[config.mk]
export PLATFORM = sky130hd
export DESIGN_NAME = mem_access_unit
export DESIGN_NICKNAME = d
export VERILOG_FILES = /design/src/rtl/mips_mem_pkg.sv /design/src/rtl/load_align_ext.sv /design/src/rtl/mem_access_unit.sv
export SDC_FILE = /design/constraint.sdc
export NUM_CORES = 1
export LEC_CHECK = 0
export ABC_AREA = 0
export CORE_ASPECT_RATIO = 0.8
export CORE_MARGIN = 5
export CORE_UTILIZATION = 27
export CTS_CLUSTER_SIZE = 20
export DETAILED_ROUTE_END_ITERATION = 16
export PLACE_DENSITY = 0.5
export SLEW_MARGIN = 20
export SYNTH_ARGS = -nofsm -noshare
export SYNTH_HDL_FRONTEND = slang
export SYNTH_SLANG_ARGS = --single-unit
[constraint.sdc]
create_clock -name clk -period 4.7 [get_ports clk]
set_input_delay 0.705 -clock clk [delete_from_list [all_inputs] [get_ports clk]]
set_output_delay 0.705 -clock clk [all_outputs]
set_load 0.02 [all_outputs]
[src/rtl/mips_mem_pkg.sv]
// rtl/mips_mem_pkg.sv - shared op encodings, FSM states and helpers for the memory-stage unit
package mips_mem_pkg;

  localparam int DEF_MEM_LAT = 2;
  localparam int DEF_DEPTH   = 40;

  typedef enum logic [2:0] {
    OP_LB  = 3'd0,
    OP_LH  = 3'd1,
    OP_LW  = 3'd2,
    OP_LBU = 3'd3,
    OP_LHU = 3'd4,
    OP_SB  = 3'd5,
    OP_SH  = 3'd6,
    OP_SW  = 3'd7
  } mem_op_e;

  typedef enum logic [2:0] {
    ST_IDLE   = 3'd0,
    ST_RD     = 3'd1,
    ST_WR     = 3'd2,
    ST_RMW_RD = 3'd3,
    ST_RMW_WR = 3'd4,
    ST_RESP   = 3'd5
  } state_e;

  function automatic logic is_load(input mem_op_e op);
    return op inside {OP_LB, OP_LH, OP_LW, OP_LBU, OP_LHU};
  endfunction

  // Misaligned halfword/word or word index beyond the end of data memory.
  function automatic logic access_err(input mem_op_e op, input logic [31:0] addr, input int depth);
    logic bad_align;
    case (op)
      OP_LH, OP_LHU, OP_SH: bad_align = addr[0];
      OP_LW, OP_SW:         bad_align = |addr[1:0];
      default:              bad_align = 1'b0;
    endcase
    return bad_align || ({2'b00, addr[31:2]} >= $unsigned(depth));
  endfunction

endpackage

[src/rtl/load_align_ext.sv]
// rtl/load_align_ext.sv - big-endian byte/halfword select with sign or zero extension
module load_align_ext
  import mips_mem_pkg::*;
(
  input  mem_op_e     op,
  input  logic [1:0]  offset,
  input  logic [31:0] word,
  output logic [31:0] data
);

  logic [7:0]  sel_byte;
  logic [15:0] sel_half;

  // Offset 0 is the most significant byte/halfword of the word.
  always_comb begin
    sel_byte = 8'h00;
    case (offset)
      2'd0: sel_byte = word[31:24];
      2'd1: sel_byte = word[23:16];
      2'd2: sel_byte = word[15:8];
      2'd3: sel_byte = word[7:0];
      default: sel_byte = 8'h00;
    endcase
    sel_half = offset[1] ? word[15:0] : word[31:16];
  end

  // Extend the selected field according to the load flavour; non-loads yield zero.
  always_comb begin
    data = 32'h0;
    case (op)
      OP_LB:   data = {{24{sel_byte[7]}}, sel_byte};
      OP_LBU:  data = {24'h0, sel_byte};
      OP_LH:   data = {{16{sel_half[15]}}, sel_half};
      OP_LHU:  data = {16'h0, sel_half};
      OP_LW:   data = word;
      default: data = 32'h0;
    endcase
  end

endmodule

[src/rtl/mem_access_unit.sv]
// rtl/mem_access_unit.sv - load/store unit between EX/MEM and word-addressed data memory
module mem_access_unit
  import mips_mem_pkg::*;
#(
  parameter int MEM_LAT = DEF_MEM_LAT,
  parameter int DEPTH   = DEF_DEPTH
) (
  input  logic        clk,
  input  logic        rst_n,
  input  logic        req_valid,
  output logic        req_ready,
  input  logic [2:0]  req_op,
  input  logic [31:0] req_addr,
  input  logic [31:0] req_wdata,
  input  logic [4:0]  req_rdest,
  output logic        resp_valid,
  output logic        resp_we,
  output logic [4:0]  resp_rdest,
  output logic [31:0] resp_rdata,
  output logic        resp_err,
  output logic [31:0] mem_addr,
  output logic [31:0] mem_wdata,
  input  logic [31:0] mem_rdata,
  output logic        mem_rd,
  output logic        mem_wr
);

  localparam int CW = (MEM_LAT > 1) ? $clog2(MEM_LAT) : 1;
  localparam logic [CW-1:0] CNT_INIT = CW'(MEM_LAT - 1);

  state_e        state, state_n;
  logic [CW-1:0] cnt, cnt_n;
  mem_op_e       op_q;
  logic [31:0]   addr_q, wdata_q, rdata_q;
  logic [4:0]    rdest_q;
  logic          err_q;
  logic          accept, capture, req_err;
  logic [31:0]   load_data, merged;

  assign req_err = access_err(mem_op_e'(req_op), req_addr, DEPTH);
  assign accept  = (state == ST_IDLE) && req_valid;

  // State and strobe-window down-counter.
  always_ff @(posedge clk) begin
    if (!rst_n) begin
      state <= ST_IDLE;
      cnt   <= '0;
    end else begin
      state <= state_n;
      cnt   <= cnt_n;
    end
  end

  // Next-state, strobes and completion pulse.
  always_comb begin
    state_n    = state;
    cnt_n      = cnt;
    capture    = 1'b0;
    mem_rd     = 1'b0;
    mem_wr     = 1'b0;
    resp_valid = 1'b0;
    case (state)
      ST_IDLE: begin
        if (req_valid) begin
          cnt_n = CNT_INIT;
          if (req_err)                              state_n = ST_RESP;
          else if (is_load(mem_op_e'(req_op)))      state_n = ST_RD;
          else if (mem_op_e'(req_op) == OP_SW)      state_n = ST_WR;
          else                                      state_n = ST_RMW_RD;
        end
      end
      ST_RD, ST_RMW_RD: begin
        mem_rd = 1'b1;
        if (cnt == '0) begin
          capture = 1'b1;
          cnt_n   = CNT_INIT;
          state_n = (state == ST_RD) ? ST_RESP : ST_RMW_WR;
        end else begin
          cnt_n = cnt - 1'b1;
        end
      end
      ST_WR, ST_RMW_WR: begin
        mem_wr = 1'b1;
        if (cnt == '0) state_n = ST_RESP;
        else           cnt_n   = cnt - 1'b1;
      end
      ST_RESP: begin
        resp_valid = 1'b1;
        state_n    = ST_IDLE;
      end
      default: state_n = ST_IDLE;
    endcase
  end

  // Request latch at accept and read-word capture on the last read cycle.
  always_ff @(posedge clk) begin
    if (!rst_n) begin
      op_q    <= OP_LB;
      addr_q  <= '0;
      wdata_q <= '0;
      rdest_q <= '0;
      err_q   <= 1'b0;
      rdata_q <= '0;
    end else begin
      if (accept) begin
        op_q    <= mem_op_e'(req_op);
        addr_q  <= req_addr;
        wdata_q <= req_wdata;
        rdest_q <= req_rdest;
        err_q   <= req_err;
      end
      if (capture) rdata_q <= mem_rdata;
    end
  end

  // Sub-word store merge into the captured word, big-endian lane placement.
  always_comb begin
    merged = rdata_q;
    if (op_q == OP_SB) begin
      case (addr_q[1:0])
        2'd0: merged[31:24] = wdata_q[7:0];
        2'd1: merged[23:16] = wdata_q[7:0];
        2'd2: merged[15:8]  = wdata_q[7:0];
        2'd3: merged[7:0]   = wdata_q[7:0];
        default: merged = rdata_q;
      endcase
    end else if (op_q == OP_SH) begin
      if (addr_q[1]) merged[15:0]  = wdata_q[15:0];
      else           merged[31:16] = wdata_q[15:0];
    end
  end

  load_align_ext u_load_align_ext (
    .op     (op_q),
    .offset (addr_q[1:0]),
    .word   (rdata_q),
    .data   (load_data)
  );

  assign req_ready  = rst_n && (state == ST_IDLE);
  assign mem_addr   = {2'b00, addr_q[31:2]};
  assign mem_wdata  = (state == ST_WR)     ? wdata_q :
                      (state == ST_RMW_WR) ? merged  : 32'h0;
  assign resp_rdest = rdest_q;
  assign resp_err   = (state == ST_RESP) && err_q;
  assign resp_we    = (state == ST_RESP) && is_load(op_q) && !err_q;
  assign resp_rdata = resp_we ? load_data : 32'h0;

endmodule
==> results.cfg <==
[place]
routabilityCongestion = 0.840
placed_standard_cell_area_um2 = 8150
placement.io_buffers = 211
place.detailed.hpwl_um = 17100

[worst_setup_path]
criticalPathCategory = register to output port
worstSetupEndpointType = output port
critical_path.max_fanout = 18
critical_path_arrival_ps = 3200
critPathRequiredTime_ps = 3990
timing.critical_path.from_type = register

[grt]
grt_antenna_before_repair = 0
grt_max_degree = 110
grt_pass1_wl_um = 34900
combined_global_route_utilization_of_all_metal_layers_pct = 17.8
global_route.overflow_total = 0
grt_pass1_vias = 5689

[clocking]
cts.root.buffer_cell = sky130_fd_sc_hd__clkbuf_16
number_of_levels_the_h_tree_was_split_into = 3
cts_resized = 0
clock_path_buffers = 2
cts_made_buffers = 9
cts_hold_repair.buffers = 0
clock_sink_count = 109
postCtsSetupRepairBufs = 0
clk-insertion-delay-late_ps = 360
clock_transition_at_the_registers_of_the_reported_paths_ps = 80
cts_tree = built

[timing]
count_of_final_hold_check_violations = 0
final_min_period_over_clock_period_pct = 83.1
finalMaxSlewViolations = 0
final.setup.tns_ps = 0
rsz0062_at_grt = no
fin_skew_ps = 10.2
max_slew.worst_pin.slew_ps = 1110
fmaxAchievable_mhz = 256
period_minus_slack_ps = 3910
relSlewSlack_pct = 25.7
setup_viol = 0

[synth]
synthesis.area_per_instance_um2 = 7.79
number_of_register_bits_inferred_by_synthesis = 109
synth_edf_count = 0
async_flop_share_pct = 0
synth_seq_area_share_pct = 35.9
synthCells = 780
syn-cell-area_um2 = 6080
yosysWarningCount = 0
post_synth_top_flop = sky130_fd_sc_hd__dfxtp_1
netlist-cell-type-count = 55

[cells_and_area]
syn_to_final_growth_pct = 38.6
fill_cells = 2381
final_cell_mix = sky130_fd_sc_hd__nand2_1, sky130_fd_sc_hd__clkdlybuf4s50_1, sky130_fd_sc_hd__dfxtp_1
drive_gt1_share_pct = 5.72
finish.net_count = 1029
mostFrequentLayoutCell = sky130_fd_sc_hd__nand2_1
diodes = 0
finish.instance_area_um2 = 8420

[detailed_routing]
vias = 5981
via_per_inst = 4.85
detailedRoute.firstIterationViolations = 561
finalWirelength_um = 23500
detailedRoute.firstPassIterationCount = 7
antenna_violating_nets_post_route = 0
route.detailed.wl_per_inst_um = 19.1
drc_violations_left = 0

[floorplanning]
die_height_um = 144
die_w_um = 178
total_i_o_pin_count = 214
die_area_um2 = 25600
placeableCoreArea_um2 = 22300
initial_core_util_pct = 27.2
floorplan.rows = 49

[hold_path]
worst_hold_class = register to register

[power]
max-vdd-ir-drop_mv = 0.192
power.density_nw_per_um2 = 318
total_leakage_power_nw = 2.71

[outcome]
outcome = finished clean

[run]
timing.max_cap.violations = 0
==> flip-flops by register name (all words and copies together), names as in the netlist <==
name        count
op_q            3
err_q           1
wdata_q        32
addr_q         32
cnt             1
resp_rdest      5
rdata_q        32
state           3
==> power breakdown <==
part / switching, mW / leakage (nW) / internal [mW]
Combinational: 0.430 / 1.69 / 0.333
Clock: 0.386 / 0.129 / 0.365
Sequential: 0.147 / 0.890 / 1.02
==> worst max-delay path: stages (launching register included) <==
cell and delay [ps]:
sky130_fd_sc_hd__dfxtp_1 730, sky130_fd_sc_hd__nand3b_1 140, sky130_fd_sc_hd__a21oi_1 900, sky130_fd_sc_hd__o21ai_0 220, sky130_fd_sc_hd__a21oi_1 210, sky130_fd_sc_hd__clkdlybuf4s50_1 630
==> layout make-up <==
type                       instances  area, µm²  share of cell area, %
tap                              306        383                   4.54
clock inverter                     6       46.3                  0.550
sequential                       109       2180                   25.9
clock buffer                      10        229                   2.72
inverter                           4       15.0                  0.178
multi-input combinational        577       3390                   40.2
timing repair buffer             221       2180                   25.9
==> path summary, 6_finish.rpt <==
| kind | end | cells after the start | startpoint | slack (ps) |
|---|---|---|---|---|
| hold / removal | addr_q[6]$_SDFFE_PN0P_ | 2 | addr_q[6]$_SDFFE_PN0P_ | 450 |
| setup reg to reg | addr_q[12]$_SDFFE_PN0P_ | 5 | state[0]$_SDFFE_PN0P_ | 2890 |
| hold reg to reg | addr_q[6]$_SDFFE_PN0P_ | 2 | addr_q[6]$_SDFFE_PN0P_ | 450 |
| setup / recovery | resp_rdata[2] | 5 | addr_q[1]$_SDFFE_PN0P_ | 790 |
==> synthesized netlist by cell type (8+ instances only) <==
cell                       instances  area (µm²)
sky130_fd_sc_hd__nand2_1         256         961
sky130_fd_sc_hd__dfxtp_1         109        2180
sky130_fd_sc_hd__a21boi_0         64         480
sky130_fd_sc_hd__a21boi_1         40         300
sky130_fd_sc_hd__buf_4            35         263
sky130_fd_sc_hd__clkbuf_1         35         131
sky130_fd_sc_hd__a21oi_1          32         160
sky130_fd_sc_hd__o21ai_0          22         110
sky130_fd_sc_hd__nor2_1           20        75.1
sky130_fd_sc_hd__o21ai_1          19        95.1
sky130_fd_sc_hd__buf_2            16        80.1
sky130_fd_sc_hd__a21oi_2          10        87.6
sky130_fd_sc_hd__mux2i_1          10         100
sky130_fd_sc_hd__a222oi_1          9        90.1
sky130_fd_sc_hd__a22o_1            8        70.1
sky130_fd_sc_hd__o221ai_1          8        70.1
==> through the flow <==
step	worst slack, ps	util (%)	power (mW)	hold WS (ps)	cells
after floorplan	2350	-	1.62	435	781
after global placement	1330	36.5	1.95	442	1217
after detailed placement	1240	36.5	1.95	444	1217
after CTS	844	37.7	2.71	455	1233
after global routing	619	37.7	2.82	469	1233
final	794	37.7	2.68	453	1233
==> routing by layer <==
| layer | vias to the layer above | routed length (µm) | part of all wire (%) | global-route usage (%) |
|---|---|---|---|---|
| li1 | 2936 | - | - | - |
| met1 | 2833 | 11800 | 50 | 26.5 |
| met5 | - | 0 | 0 | 0 |
| met3 | 21 | 1560 | 6.6 | 4.13 |
| met4 | 0 | 284 | 1.2 | 3.99 |
| met2 | 191 | 9850 | 42 | 26.1 |
==> logic make-up (layout without fill, tap and decap cells) <==
group                  Yosys count  count (layout)  synth area share (%)
buffers and inverters           95             241                  8.60
flip-flops                     109             109                  35.9
multiplexers                    20              20                  5.17
AND/OR/NAND/NOR                320             320                  22.8
AO/OA/AOI/OAI                  231             231                  26.9
XOR/XNOR                         4               4                 0.576
other                            1               2                0.0617
Power figures use the tool's default switching activity.
